## src/rtl/rr_arbiter16.sv

```systemverilog
// 16-way round-robin arbiter with a bounded hold time per grant.
// Grant, index and valid are all registered and change one edge after the request is sampled.
module rr_arbiter16 #(
  parameter int HOLD_MAX = 8
) (
  input  logic        clk,
  input  logic        rst_n,
  input  logic        en,
  input  logic [15:0] req,
  output logic [15:0] gnt,
  output logic [3:0]  idx,
  output logic        valid
);

  typedef enum logic [0:0] {
    IDLE = 1'b0,
    BUSY = 1'b1
  } state_t;

  localparam logic [3:0] HOLD_MAX_C = 4'(HOLD_MAX);

  state_t      state_r;
  logic [3:0]  ptr_r;
  logic [3:0]  hcnt_r;
  logic [15:0] gnt_r;
  logic [3:0]  idx_r;
  logic        valid_r;

  logic [3:0]  search_ptr_s;
  logic [3:0]  probe_s;
  logic [3:0]  cand_s;
  logic        found_s;
  logic        release_s;

  // Release detection and circular search; when releasing, the search starts just past the current holder.
  always_comb begin
    search_ptr_s = 4'd0;
    probe_s      = 4'd0;
    cand_s       = 4'd0;
    found_s      = 1'b0;
    release_s    = 1'b0;
    if (state_r == BUSY) begin
      search_ptr_s = idx_r + 4'd1;
      release_s    = (!req[idx_r]) || (hcnt_r == HOLD_MAX_C) || (!en);
    end else begin
      search_ptr_s = ptr_r;
      release_s    = 1'b0;
    end
    // Scan from the far end so the offset nearest the pointer wins.
    for (int k = 15; k >= 0; k--) begin
      probe_s = search_ptr_s + 4'(k);
      if (req[probe_s]) begin
        found_s = 1'b1;
        cand_s  = probe_s;
      end else begin
        found_s = found_s;
        cand_s  = cand_s;
      end
    end
  end

  // Arbitration state machine with registered grant outputs.
  always_ff @(posedge clk) begin
    if (!rst_n) begin
      state_r <= IDLE;
      ptr_r   <= 4'd0;
      hcnt_r  <= 4'd0;
      gnt_r   <= 16'h0000;
      idx_r   <= 4'd0;
      valid_r <= 1'b0;
    end else begin
      case (state_r)
        IDLE: begin
          if (en && found_s) begin
            state_r <= BUSY;
            idx_r   <= cand_s;
            gnt_r   <= 16'd1 << cand_s;
            valid_r <= 1'b1;
            hcnt_r  <= 4'd1;
          end else begin
            state_r <= IDLE;
          end
        end
        BUSY: begin
          if (release_s) begin
            ptr_r <= idx_r + 4'd1;
            if (en && found_s) begin
              state_r <= BUSY;
              idx_r   <= cand_s;
              gnt_r   <= 16'd1 << cand_s;
              valid_r <= 1'b1;
              hcnt_r  <= 4'd1;
            end else begin
              state_r <= IDLE;
              gnt_r   <= 16'h0000;
              valid_r <= 1'b0;
              hcnt_r  <= 4'd0;
            end
          end else begin
            hcnt_r <= hcnt_r + 4'd1;
          end
        end
        default: begin
          state_r <= IDLE;
          ptr_r   <= 4'd0;
          hcnt_r  <= 4'd0;
          gnt_r   <= 16'h0000;
          idx_r   <= 4'd0;
          valid_r <= 1'b0;
        end
      endcase
    end
  end

  assign gnt   = gnt_r;
  assign idx   = idx_r;
  assign valid = valid_r;

endmodule

```

## config.mk

```make
export PLATFORM = sky130hd
export DESIGN_NAME = rr_arbiter16
export DESIGN_NICKNAME = d
export VERILOG_FILES = /design/src/rtl/rr_arbiter16.sv
export SDC_FILE = /design/constraint.sdc
export NUM_CORES = 1
export LEC_CHECK = 0
export ABC_AREA = 1
export BUFFER_PORTS_ARGS = -buffer_cell sky130_fd_sc_hd__clkbuf_2
export CAP_MARGIN = 25
export CORE_MARGIN = 2
export CORE_UTILIZATION = 53
export DETAILED_ROUTE_END_ITERATION = 8
export PLACE_DENSITY_LB_ADDON = 0.3
export SYNTH_ARGS = -nofsm -noshare
export SYNTH_HDL_FRONTEND = slang
export SYNTH_SLANG_ARGS = --single-unit
export TNS_END_PERCENT = 50
```

## constraint.sdc

```tcl
create_clock -name clk -period 4.07 [get_ports clk]
set_input_delay 0.814 -clock clk [delete_from_list [all_inputs] [get_ports clk]]
set_output_delay 0.814 -clock clk [all_outputs]
set_load 0.005 [all_outputs]
```

==> results.yml <==
run_status:
  status: "finished, final reports clean"
routing:
  wl_per_cell_um: 14.7
  vias: 4337
  postRouteAntennaNets: 0
  dr.pass1.iters: 7
  route.detailed.drc: 0
  routed_via_density: 5.74
  drt_iter0_markers: 404
  wl_um: 11100
timing:
  slew_viol_final: 0
  fin_crit_ns: 3.65
  setup_viol: 0
  fmax_mhz: 274
  fin_setup_tns_ns: 0
  max_slew_margin_pct: 48.6
  rsz0062_at_grt: "false"
  worst_clock_skew_ns: 0.00685
  hold_viol_final: 0
  hold_slack_ns: 0.465
  min_period_over_period_pct: 89.8
  worst_slew_pin_slew_ns: 0.770
critical_path:
  crit_chain: "inv_2, nand2_2, nand2_1, nand2_1, nand2_1, ha_1, inv_2, nand3_1, nand3_1, nand2_2, inv_2, nand3_1, nor4_1, nand4_1, nand2_2, inv_2, nor2_2, or2_1, buf_12, nand2_1, a21oi_1"
  ff2ff_setup_slack_ns: 0.42
  critical_path_class: "flop to flop"
  cp.required_ns: 4.27
  slowest_delay_ns: 0.49
  crit_fanout: 17
  cp-start-kind: "flop"
  cp.arrival_ns: 3.85
  r2r_end: "gnt[5]$_SDFFE_PN0P_"
  reg2regPathDepth: 21
  regToRegStartpoint: "idx[2]$_SDFFE_PN0P_"
  slowest_stage: "dfxtp_1"
  cp-end-kind: "flop"
  startpoint: "idx[2]$_SDFFE_PN0P_"
floorplanning:
  start_util_pct: 54.4
  die-area_um2: 7140
  ios: 40
  die_h_um: 84.5
  die_w_um: 84.5
  core-area_um2: 6310
  rows: 29
synth:
  ys.warnings.count: 0
  ys_types: 29
  syn-cell-area_um2: 3430
  syn_nets: 667
  synthCells: 638
  synth_seq_area_share_pct: 17.5
  synth_seq_cells: 30
  avgSynthCellArea_um2: 5.38
finish:
  antenna_cells: 0
  design_area_um2: 3800
  fin_nets: 707
  syn2layout_area_growth_pct: 10.8
  drive_above_1_share_pct: 15.0
  stdcell_count: 756
cts:
  numCtsBuffers: 5
  htree_levels: 2
  clock_latency_ns: 0.29
  cts_tree: "done"
  cts-root-buf: "clkbuf_8"
  clkSinkCount: 30
  ctsResizeCount: 0
  post-cts-setup-buffers: 0
  clk_path_buf_depth: 2
  cts_hold_buf: 0
  path_clk_slew_ns: 0.07
grt:
  grt_max_degree: 27
  grt_pass1_wl_um: 18200
  grt-busiest-layer: "met2"
  grt_overflow_total: 0
  antenna_found_initial: 0
  grt_usage_pct: 30.9
  first_global_vias: 3952
  use_met1_pct: 38.5
  use_met2_pct: 54.3
  gr-usage-met3_pct: 3.83
power:
  p_int_uw: 879
  cellLeakagePower_nw: 2.01
  power.density_nw_per_um2: 511
  p_comb_share_pct: 69.2
  switching_share_pct: 54.7
  sequentialPowerShare_pct: 17.8
  ir_drop_mv: 0.361
  p_sw_mw: 1.06
  clkPwrFrac_pct: 13.0
place:
  globalplace.congestion: 0.973
  placed_cells_incl_taps: 748
  dp_hpwl_um: 8860
  portBuffers: 39
  placedInstanceArea_um2: 3700
hold_path:
  worstHoldPathType: "flop to flop"
  min_path_cells: 2
  worstHoldEndpoint: "gnt[11]$_SDFFE_PN0P_"
  hp-start: "gnt[11]$_SDFFE_PN0P_"
job:
  cap_violations: 0
==> cells in the final DEF (no fill, tap or decap), drive strengths merged <==
master    count
a211oi        2
a21oi        70
a31oi         4
and2          1
buf          11
clkbuf       45
clkinv        1
clkinvlp      1
dfxtp        30
ha           10
inv          69
nand2       271
nand3       110
nand4         3
nor2         25
nor3          1
nor4          3
o21ai        19
or2           1
xor2          2
==> area by class of cell <==
type	count	area [um^2]
Clock buffer	6	82.6
Clock inverter	2	12.5
Fill cell	667	2510
Inverter	69	259
Multi-Input combinational cell	522	2460
Sequential cell	30	602
Tap cell	77	96.3
Timing Repair Buffer	50	290
==> Yosys cell counts <==
| master | n | area share [%] |
|---|---|---|
| a211oi_1 | 2 | 0.44 |
| a21oi_1 | 68 | 9.9 |
| a21oi_2 | 2 | 0.51 |
| a31oi_1 | 4 | 0.73 |
| and2_1 | 1 | 0.18 |
| buf_2 | 4 | 0.58 |
| buf_4 | 4 | 0.87 |
| buf_6 | 5 | 1.6 |
| clkbuf_1 | 4 | 0.44 |
| dfxtp_1 | 30 | 17 |
| ha_1 | 10 | 3.6 |
| inv_1 | 58 | 6.3 |
| inv_2 | 11 | 1.2 |
| nand2_1 | 252 | 28 |
| nand2_2 | 17 | 3.1 |
| nand2_4 | 2 | 0.66 |
| nand3_1 | 106 | 15 |
| nand3_2 | 4 | 1.2 |
| nand4_1 | 3 | 0.55 |
| nor2_1 | 21 | 2.3 |
| nor2_2 | 3 | 0.55 |
| nor2_4 | 1 | 0.33 |
| nor3_1 | 1 | 0.15 |
| nor4_1 | 3 | 0.55 |
| o21ai_0 | 15 | 2.2 |
| o21ai_1 | 2 | 0.29 |
| o21ai_2 | 2 | 0.51 |
| or2_1 | 1 | 0.18 |
| xor2_1 | 2 | 0.51 |
==> metrics by stage <==
stage,utilization [%],power (mW),setup slack [ns]
2_1_floorplan,-,1.35,0.612
3_3_place_gp,58.6,1.65,0.312
3_5_place_dp,58.6,1.66,0.383
5_1_grt,60.2,2.13,0.0233
6_report,60.2,1.94,0.416
4_1_cts,60.1,1.91,0.347
==> logic make-up after synthesis <==
family / Yosys count / share of synthesized area (%)
xor+xnor: 2 / 0.510
buf+inv: 86 / 11.1
fa+ha+maj: 10 / 3.64
simple gates: 415 / 52.7
flops: 30 / 17.5
compound gates: 95 / 14.6
==> worst max path at each step <==
stage | end | slack [ns] | depth (start not counted)
floorplan | gnt[10]$_SDFFE_PN0P_ | 0.61 | 21
global route | gnt[9]$_SDFFE_PN0P_ | 0.02 | 29
finish | gnt[5]$_SDFFE_PN0P_ | 0.42 | 21
CTS | gnt[5]$_SDFFE_PN0P_ | 0.35 | 21
detailed placement | gnt[5]$_SDFFE_PN0P_ | 0.38 | 21
global placement | valid$_SDFFE_PN0P_ | 0.31 | 21
==> power groups by stage <==
stage	registers, mW	clock network [mW]	logic (mW)
floorplan	0.350	0	0.995
global placement	0.350	0	1.30
detailed placement	0.351	0	1.30
CTS	0.345	0.254	1.31
global route	0.349	0.264	1.52
finish	0.345	0.252	1.34
==> per-layer routing <==
metal  part of all wire [%]  wire (um)
met1                     42       4700
met2                     48       5310
met3                    7.0        780
met4                    3.0        337
met5                      0          0
==> state kept, by name, indices dropped and copies added, names as in the netlist <==
register	cells
idx	4
hcnt_r	4
gnt	16
ptr_r	4
valid	1
state_r	1
==> worst max-delay path: cells and delay by family (launching register included) <==
kind | cells | cell delay (ns)
compound gates | 1 | 0.16
buf+inv | 5 | 0.56
fa+ha+maj | 1 | 0.44
flops | 1 | 0.49
simple gates | 14 | 1.89
Power figures use the tool's default switching activity.
